==> src/rtl/issue_unit.sv <==
// -----------------------------------------------------------------------------
// issue_unit
//
// Single-issue dispatch stage sitting between the decoder and the ROB/RS/RF
// back end. Accepts one instruction per cycle over a valid/ready handshake,
// resolves both source operands (RF value, ROB value, live CDB broadcast, or
// rename tag), allocates a ROB index and presents one registered issue bundle.
//
// Ports:
//   clk, rst (async, active-low), rdy (global enable)
//   in_valid/in_ready, in_instr, in_pc, in_jumped    fetch handshake
//   dec_instr -> decoder; opcode, rs1, rs2, rd, imm <- decoder
//   rf_check1/2 -> RF; rf_val1/2, rf_dep1/2, rf_has_dep1/2 <- RF
//   rob_check1/2 -> ROB; rob_value_valid1/2, rob_value1/2 <- ROB
//   cdb_valid, cdb_index, cdb_value                  current broadcast
//   rob_commit, rs_full, flush                       back-end status
//   issue_valid, iss_*                               registered issue bundle
//   rob_used                                         ROB occupancy
// -----------------------------------------------------------------------------
module issue_unit #(
    parameter  int XLEN      = 32,
    parameter  int ROB_DEPTH = 64,
    localparam int IDX_W     = $clog2(ROB_DEPTH)
) (
    input  logic             clk,
    input  logic             rst,
    input  logic             rdy,
    input  logic             in_valid,
    output logic             in_ready,
    input  logic [31:0]      in_instr,
    input  logic [XLEN-1:0]  in_pc,
    input  logic             in_jumped,
    output logic [31:0]      dec_instr,
    input  logic [5:0]       opcode,
    input  logic [4:0]       rs1,
    input  logic [4:0]       rs2,
    input  logic [4:0]       rd,
    input  logic [XLEN-1:0]  imm,
    output logic [4:0]       rf_check1,
    output logic [4:0]       rf_check2,
    input  logic [XLEN-1:0]  rf_val1,
    input  logic [XLEN-1:0]  rf_val2,
    input  logic [IDX_W-1:0] rf_dep1,
    input  logic [IDX_W-1:0] rf_dep2,
    input  logic             rf_has_dep1,
    input  logic             rf_has_dep2,
    output logic [IDX_W-1:0] rob_check1,
    output logic [IDX_W-1:0] rob_check2,
    input  logic             rob_value_valid1,
    input  logic             rob_value_valid2,
    input  logic [XLEN-1:0]  rob_value1,
    input  logic [XLEN-1:0]  rob_value2,
    input  logic             cdb_valid,
    input  logic [IDX_W-1:0] cdb_index,
    input  logic [XLEN-1:0]  cdb_value,
    input  logic             rob_commit,
    input  logic             rs_full,
    input  logic             flush,
    output logic             issue_valid,
    output logic [IDX_W-1:0] iss_rob_index,
    output logic [4:0]       iss_rd,
    output logic [5:0]       iss_opcode,
    output logic [XLEN-1:0]  iss_pc,
    output logic [XLEN-1:0]  iss_imm,
    output logic             iss_jumped,
    output logic [XLEN-1:0]  iss_val1,
    output logic [XLEN-1:0]  iss_val2,
    output logic [IDX_W-1:0] iss_dep1,
    output logic [IDX_W-1:0] iss_dep2,
    output logic             iss_has_dep1,
    output logic             iss_has_dep2,
    output logic [IDX_W:0]   rob_used
);

    typedef struct packed {
        logic [XLEN-1:0]  val;
        logic [IDX_W-1:0] dep;
        logic             has_dep;
    } operand_t;

    logic [IDX_W-1:0] next_index;
    logic             byp_valid;
    logic [4:0]       last_rd;
    logic [IDX_W-1:0] last_index;

    logic             fire;
    logic             commit_eff;
    operand_t         op1;
    operand_t         op2;

    assign dec_instr  = in_instr;
    assign rf_check1  = rs1;
    assign rf_check2  = rs2;
    assign rob_check1 = rf_dep1;
    assign rob_check2 = rf_dep2;

    assign in_ready   = rdy & ~flush & ~rs_full & (rob_used < (IDX_W+1)'(ROB_DEPTH));
    assign fire       = in_valid & in_ready;
    // A commit against an empty ROB is ignored so occupancy cannot wrap.
    assign commit_eff = rob_commit & (rob_used != '0);

    // The RF only learns about the previous issue's rename one cycle late, so
    // the bypass register takes precedence over anything the RF reports.
    function automatic operand_t resolve(
        input logic [4:0]       rs,
        input logic [XLEN-1:0]  rf_val,
        input logic [IDX_W-1:0] rf_dep,
        input logic             rf_has_dep,
        input logic             rob_vv,
        input logic [XLEN-1:0]  rob_val,
        input logic             bv,
        input logic [4:0]       brd,
        input logic [IDX_W-1:0] bidx,
        input logic             cv,
        input logic [IDX_W-1:0] cidx,
        input logic [XLEN-1:0]  cval
    );
        operand_t r;
        r = '0;
        if (rs == 5'd0) begin
            r = '0;
        end else if (bv && brd != 5'd0 && rs == brd) begin
            r.has_dep = 1'b1;
            r.dep     = bidx;
        end else if (rf_has_dep && rob_vv) begin
            r.val = rob_val;
        end else if (rf_has_dep && cv && cidx == rf_dep) begin
            r.val = cval;
        end else if (rf_has_dep) begin
            r.has_dep = 1'b1;
            r.dep     = rf_dep;
        end else begin
            r.val = rf_val;
        end
        return r;
    endfunction

    // NOTE: every variable written in always_comb is given a value on every
    // path (here the function's default), otherwise a latch is inferred.
    always_comb begin
        op1 = resolve(rs1, rf_val1, rf_dep1, rf_has_dep1, rob_value_valid1, rob_value1,
                      byp_valid, last_rd, last_index, cdb_valid, cdb_index, cdb_value);
        op2 = resolve(rs2, rf_val2, rf_dep2, rf_has_dep2, rob_value_valid2, rob_value2,
                      byp_valid, last_rd, last_index, cdb_valid, cdb_index, cdb_value);
    end

    // NOTE: sequential state uses non-blocking assignments so every register
    // samples pre-edge values regardless of statement order.
    always_ff @(posedge clk or negedge rst) begin
        if (!rst) begin
            issue_valid   <= 1'b0;
            iss_rob_index <= '0;
            iss_rd        <= '0;
            iss_opcode    <= '0;
            iss_pc        <= '0;
            iss_imm       <= '0;
            iss_jumped    <= 1'b0;
            iss_val1      <= '0;
            iss_val2      <= '0;
            iss_dep1      <= '0;
            iss_dep2      <= '0;
            iss_has_dep1  <= 1'b0;
            iss_has_dep2  <= 1'b0;
            rob_used      <= '0;
            next_index    <= '0;
            byp_valid     <= 1'b0;
            last_rd       <= '0;
            last_index    <= '0;
        end else if (rdy) begin
            if (flush) begin
                issue_valid <= 1'b0;
                next_index  <= '0;
                rob_used    <= '0;
                byp_valid   <= 1'b0;
            end else begin
                if (fire) begin
                    issue_valid   <= 1'b1;
                    iss_rob_index <= next_index;
                    iss_rd        <= rd;
                    iss_opcode    <= opcode;
                    iss_pc        <= in_pc;
                    iss_imm       <= imm;
                    iss_jumped    <= in_jumped;
                    iss_val1      <= op1.val;
                    iss_val2      <= op2.val;
                    iss_dep1      <= op1.dep;
                    iss_dep2      <= op2.dep;
                    iss_has_dep1  <= op1.has_dep;
                    iss_has_dep2  <= op2.has_dep;
                    // Power-of-two depth: natural wrap gives the modulo.
                    next_index    <= next_index + 1'b1;
                    byp_valid     <= 1'b1;
                    last_rd       <= rd;
                    last_index    <= next_index;
                end else begin
                    issue_valid <= 1'b0;
                    byp_valid   <= 1'b0;
                end
                if (fire && !commit_eff) begin
                    rob_used <= rob_used + 1'b1;
                end else if (!fire && commit_eff) begin
                    rob_used <= rob_used - 1'b1;
                end
            end
        end
    end

endmodule

==> config.mk <==
export PLATFORM = sky130hd
export DESIGN_NAME = issue_unit
export DESIGN_NICKNAME = d
export VERILOG_FILES = /design/src/rtl/issue_unit.sv
export SDC_FILE = /design/constraint.sdc
export NUM_CORES = 1
export LEC_CHECK = 0
export ABC_CLOCK_PERIOD_IN_PS = 3450
export CAP_MARGIN = 20
export CORE_AREA = 2 2 209 211
export CTS_CLUSTER_DIAMETER = 30
export DETAILED_ROUTE_END_ITERATION = 16
export DIE_AREA = 0 0 211 213
export PLACE_DENSITY = 0.54
export SLEW_MARGIN = 20
export SYNTH_ARGS = -nofsm -noshare
export SYNTH_HDL_FRONTEND = slang
export SYNTH_SLANG_ARGS = --single-unit
==> constraint.sdc <==
create_clock -name clk -period 3.45 [get_ports clk]
set_input_delay 0.345 -clock clk [delete_from_list [all_inputs] [get_ports clk]]
set_output_delay 0.345 -clock clk [all_outputs]
set_load 0.02 [all_outputs]
==> results.json, run 1 <==
{
  "synth-edff-count": 0,
  "swShare_pct": 37.62,
  "syn_avg_cell_area_um2": 9.814,
  "grt_util_all_layers_pct": 16.89,
  "die-area_mm2": 0.04494,
  "critical_path.cell_chain": "or4_4 > o41ai_4 > nand2_1 > ha_1 > nor2b_1 > o31a_1 > o21ai_0 > a22oi_1 > nand2b_1",
  "routed_wl_um": 38200,
  "post-route-cell-area_mm2": 0.01440,
  "place.gp.congestion": 0.8568,
  "cts_buffer_depth": 2,
  "num_rows": 76,
  "arrival_ns": 3.24,
  "dp_cells": 1823,
  "cts_htree_levels": 4,
  "cts_tree": "built",
  "synth-compound-area-share_pct": 19.11,
  "dr.pass1.iters": 4,
  "drc": 0,
  "synth_xor_area_share_pct": 2.671,
  "ioPinCount": 531,
  "vias": 8396,
  "drtIter0Drc": 465,
  "layout.nets": 1613,
  "p_int_w": 0.005980,
  "sequentialPowerShare_pct": 34.1,
  "holdPathEnd": "last_rd[3]$_DFFE_PN0P_",
  "regToRegEndpoint": "rob_used[6]$_DFFE_PN0P_",
  "relSlewSlack_pct": 41.46,
  "power_leakage_nw": 6.194,
  "syn_area_mm2": 0.008852,
  "min_path_cells": 3,
  "die_y_um": 213,
  "wl_met2_um": 18760,
  "post_synth_most_frequent_cells": "261 x nand2_1, 174 x dfrtp_1, 70 x a221o_1",
  "synthMuxAreaShare_pct": 0.1131,
  "synth_top_family_by_area": "simple AND/OR/NAND/NOR gates",
  "post_cts_resize_count": 0,
  "finalSetupViolCount": 0,
  "wl_met3_um": 2739,
  "ant_nets": 0,
  "synthesis.nets": 1218,
  "port_buffers": 466,
  "cts_buffers": 17,
  "start_util_pct": 20.73,
  "period_minus_slack_ns": 2.892,
  "ys_top_cells_by_area": "dfrtp_1 49%, nand2_1 11%, a221o_1 7.9%",
  "r2r-start": "rob_used[3]$_DFFE_PN0P_",
  "drive_above_1_share_pct": 5.878,
  "hpwl_um": 29050,
  "vias_per_cell": 4.502,
  "cts_hold_buffers": 1,
  "worst-path-buf-inv": 0,
  "power_w": 0.009587,
  "ys_seq_area_share_pct": 49.19,
  "cp_data_required_time_ns": 3.80,
  "pwr-share-comb_pct": 44.9,
  "cts-root-buf": "clkbuf_16",
  "worst-path-max-fanout": 8,
  "synth_fa_ha_area_share_pct": 1.216,
  "holdCritPathClass": "in2reg",
  "slew_violations": 0,
  "synth.distinct_cells": 53,
  "clock_latency_ns": 0.46,
  "area_delta_synth_final_pct": 62.69,
  "max_cap_viol_count": 0,
  "cp_top_family": "simple AND/OR/NAND/NOR gates",
  "top_layer_used": "met5",
  "grt_pass1_wl_um": 55750,
  "postCtsSetupBuffers": 0,
  "wl_per_cell_um": 20.48,
  "yosysTopAreaCellShare_pct": 49.19,
  "hp-start": "rd[3]",
  "ir_worst_vdd_mv": 0.2599,
  "antenna_found_initial": 10,
  "netSwitchingPower_w": 0.003606,
  "synth_cells": 902,
  "async_reset_ff_share_pct": 100.0,
  "cp-end-kind": "flip-flop",
  "critPathLaunchType": "flip-flop",
  "synth-simple-area-share_pct": 19.82,
  "placedInstanceArea_mm2": 0.01378,
  "p_per_area_mw_per_mm2": 665.7,
  "outcome": "finished, final reports clean",
  "hold_viol": 0,
  "cpMaxStageDelayCell": "or4_4",
  "fin_setup_tns_ns": 0,
  "clock-sinks": 174,
  "final_cells": 1865,
  "cpPeakStageDelay_ns": 0.56,
  "ys_ff_latch": 174,
  "yosysMostFrequentCell": "nand2_1",
  "period_share_pct": 83.82,
  "synth_warnings": 0,
  "rsz0062_at_grt": "false",
  "core_area_mm2": 0.04270,
  "grt_pass1_vias": 8739,
  "grt_overflow": 0,
  "skew_ns": 0.01363,
  "r2r_setup_slack_ns": 0.56,
  "rr_worst_depth": 9,
  "max_freq_mhz": 345.8,
  "die_w_um": 211,
  "timing_worst_slew_pin_value_ns": 0.8690,
  "ys.flop_type": "dfrtp_1",
  "synth_top_cell_by_area": "dfrtp_1",
  "clock_power_share_pct": 21.0,
  "m1WireLength_um": 15670,
  "crit_type": "reg2reg",
  "clk_pin_slew_ns": 0.08,
  "grt_start_max_net_pins": 81
}
[through the flow]
step	util, %	worst slack [ns]	hold WS (ns)
finish	33.73	0.5581	0.4124
global route	33.72	0.3736	0.3867
CTS	33.68	0.5688	0.3661
detailed placement	32.27	0.3340	0.4120
global placement	32.27	0.3635	0.4101
floorplan	-	0.5321	0.04941
[area by class of cell]
| class | count | area [um2] |
|---|---|---|
| Fill cell | 4437 | 28290 |
| Tap cell | 546 | 683.2 |
| Clock buffer | 17 | 425.4 |
| Multi-Input combinational cell | 604 | 3844 |
| Inverter | 10 | 37.54 |
| Sequential cell | 174 | 4354 |
| Antenna cell | 9 | 22.52 |
| Timing Repair Buffer | 490 | 4871 |
| Clock inverter | 15 | 163.9 |
[flip-flops by register name (all words and copies together), names as in the netlist, 7 cells and up]
name and flops:
iss_val2 32, rob_used 7, iss_pc 32, iss_imm 32
iss_val1 32
[worst max path at each step]
stage,to,from,depth (start not counted),slack (ns)
5_1_grt,rob_used[6]$_DFFE_PN0P_,rob_used[2]$_DFFE_PN0P_,9,0.37
4_1_cts,rob_used[6]$_DFFE_PN0P_,rob_used[3]$_DFFE_PN0P_,9,0.57
2_1_floorplan,rob_used[6]$_DFFE_PN0P_,rob_used[3]$_DFFE_PN0P_,9,0.53
6_report,rob_used[6]$_DFFE_PN0P_,rob_used[3]$_DFFE_PN0P_,9,0.56
3_3_place_gp,rob_used[6]$_DFFE_PN0P_,flush,10,0.36
3_5_place_dp,rob_used[6]$_DFFE_PN0P_,flush,10,0.33
[power groups by stage]
stage | registers, W | logic, W | clock network (W)
after global placement | 0.00329 | 0.00431 | 0
after floorplan | 0.00412 | 0.00123 | 0
after CTS | 0.00328 | 0.00436 | 0.00210
final | 0.00327 | 0.00430 | 0.00201
after detailed placement | 0.00329 | 0.00435 | 0
after global routing | 0.00337 | 0.00462 | 0.00218
[kinds of logic after synthesis]
family | after synthesis
adder cells (fa/ha/maj) | 8
AO/OA/AOI/OAI | 189
XOR/XNOR | 27
flip-flops | 174
AND/OR/NAND/NOR | 379
buffers and inverters | 124
multiplexers | 1
[routing by layer]
| metal | track usage (%) | up-vias |
|---|---|---|
| met5 | 0 | - |
| li1 | - | 3907 |
| met3 | 5.545 | 50 |
| met1 | 19.64 | 4094 |
| met2 | 28.27 | 343 |
| met4 | 7.722 | 2 |
[worst min-delay path, cell delays in order]
cell             delay, ns
clkdlybuf4s50_1       0.40
nand2_1               0.06
nand2_1               0.04
[cells in the final DEF (no fill, tap or decap), types with 10 or more instances in the layout]
cell,count
dfrtp_1,174
nor2b_1,68
inv_1,10
xor2_1,13
clkdlybuf4s50_1,464
nand2_1,261
clkbuf_16,17
o21ai_0,13
a22o_1,66
xnor2_1,14
a221o_1,70
buf_4,21
No activity file was read; power rests on OpenSTA's default activity.
==> run 2, diff against run 1 <==
ABC_CLOCK_PERIOD_IN_PS = 2800   (was 3450)
clock period = 2.8 ns   (was 3.45 ns; I/O delays follow)
==> results.json, run 2 (synthesis gave the netlist of run 1 again) <==
{
  "crit_type": "reg2reg",
  "clock_latency_ns": 0.45,
  "power_leakage_nw": 6.266,
  "drive_above_1_share_pct": 7.181,
  "ant_nets": 0,
  "worst-path-max-fanout": 8,
  "grt_start_max_net_pins": 90,
  "regToRegEndpoint": "rob_used[6]$_DFFE_PN0P_",
  "finalSetupViolCount": 0,
  "hp-start": "rf_has_dep1",
  "outcome": "finished, final reports clean",
  "layout.nets": 1626,
  "rr_worst_depth": 9,
  "r2r-start": "rob_used[3]$_DFFE_PN0P_",
  "num_rows": 76,
  "routed_wl_um": 38300,
  "clk_pin_slew_ns": 0.08,
  "clock-sinks": 174,
  "drtIter0Drc": 362,
  "min_path_cells": 3,
  "dr.pass1.iters": 4,
  "cts_buffer_depth": 2,
  "grt_pass1_wl_um": 55990,
  "period_share_pct": 95.30,
  "wl_per_cell_um": 20.47,
  "holdPathEnd": "iss_has_dep1$_DFFE_PN0P_",
  "ioPinCount": 531,
  "die_w_um": 211,
  "cts-root-buf": "clkbuf_16",
  "final_cells": 1871,
  "hold_viol": 0,
  "n_fill_cell": 4399,
  "cts_htree_levels": 4,
  "port_buffers": 466,
  "dp_cells": 1836,
  "grt_util_all_layers_pct": 16.91,
  "period_minus_slack_ns": 2.668,
  "skew_ns": 0.007374,
  "cp_data_required_time_ns": 3.15,
  "max_cap_viol_count": 0,
  "grt_overflow": 0,
  "hpwl_um": 29140,
  "start_util_pct": 20.73,
  "cp-end-kind": "flip-flop",
  "arrival_ns": 3.01,
  "r2r_setup_slack_ns": 0.13,
  "vias": 8474,
  "die_y_um": 213,
  "drc": 0,
  "cts_tree": "built",
  "holdCritPathClass": "in2reg",
  "timing_worst_slew_pin_value_ns": 0.6526,
  "place.gp.congestion": 0.8282,
  "antenna_found_initial": 6,
  "relSlewSlack_pct": 56.03,
  "area_delta_synth_final_pct": 64.44,
  "p_per_area_mw_per_mm2": 814.0,
  "slew_violations": 0,
  "grt_pass1_vias": 8718,
  "final_cell_mix": "464 x clkdlybuf4s50_1, 260 x nand2_1, 172 x dfrtp_1, 70 x a221o_1, 68 x nor2b_1",
  "ir_worst_vdd_mv": 0.3454,
  "vias_per_cell": 4.529,
  "critPathLaunchType": "flip-flop",
  "layout_commonest_cell": "clkdlybuf4s50_1",
  "fin_setup_tns_ns": 0,
  "max_freq_mhz": 374.8,
  "core_area_mm2": 0.04270,
  "postCtsSetupBuffers": 0,
  "cts_buffers": 17,
  "die-area_mm2": 0.04494
}
-- run 2: metal layers --
layer  global-route usage [%]  routed length, um  up-vias
li1                         -                  -     3931
met1                    19.77              15600     4107
met2                    27.27              18080      364
met3                    5.957               3138       64
met4                    8.985               1418        8
met5                        0                 53        -
-- run 2: worst max-delay path by stage --
stage / from / endpoint / slack [ns] / cells after the start
final: rob_used[3]$_DFFE_PN0P_ / rob_used[6]$_DFFE_PN0P_ / 0.13 / 9
after global routing: rob_used[3]$_DFFE_PN0P_ / rob_used[5]$_DFFE_PN0P_ / -0.008 / 10
after CTS: rob_used[3]$_DFFE_PN0P_ / rob_used[5]$_DFFE_PN0P_ / 0.04 / 9
after detailed placement: flush / rob_used[5]$_DFFE_PN0P_ / 0.07 / 10
after global placement: flush / rob_used[5]$_DFFE_PN0P_ / 0.06 / 10
after floorplan: rob_used[2]$_DFFE_PN0P_ / rob_used[5]$_DFFE_PN0P_ / -0.03 / 9
-- run 2: final cells by class --
type / instances / area [um2] / area share [%]
Antenna cell: 2 / 5.005 / 0.03438
Timing Repair Buffer: 503 / 5031 / 34.56
Clock inverter: 15 / 146.4 / 1.006
Tap cell: 546 / 683.2 / 4.693
Inverter: 10 / 37.54 / 0.2579
Multi-Input combinational cell: 604 / 3871 / 26.59
Sequential cell: 174 / 4357 / 29.93
Clock buffer: 17 / 425.4 / 2.922
-- run 2: repair_timing --
item                                    CTS  global route
endpoints found under the hold margin    38             0
endpoints found under the setup margin    0             2
hold buffers                              1             0
gates resized for setup                   0             1
-- run 2: through the flow --
step	hold slack [ns]	setup slack (ns)	total power, W	area (um2)	utilization (%)
after detailed placement	0.2463	0.07488	0.009519	13960	32.69
after global placement	0.2437	0.05677	0.009483	13960	32.69
after global routing	0.2535	-0.008276	0.01257	14560	34.09
final	0.2607	0.1317	0.01185	14560	34.09
after floorplan	-0.01559	-0.03234	0.006604	8870	-
after CTS	0.2061	0.03644	0.01203	14540	34.05
-- run 2: worst max-delay path: stages (launching register included) --
cell and delay, ns:
dfrtp_2 0.41, or4_4 0.54, o41ai_4 0.28, nand2_2 0.22, ha_4 0.27, nor2b_1 0.14, o31a_1 0.26, o21ai_1 0.19
a22oi_1 0.11, nand2b_1 0.14
-- run 2: power by group --
part | leakage [nW] | internal (W) | switching (W) | total [W]
Sequential | 2.25 | 0.00340 | 0.000619 | 0.00402
Combinational | 3.74 | 0.00278 | 0.00266 | 0.00544
Clock | 0.281 | 0.00119 | 0.00121 | 0.00239
Total | 6.27 | 0.00736 | 0.00449 | 0.0118
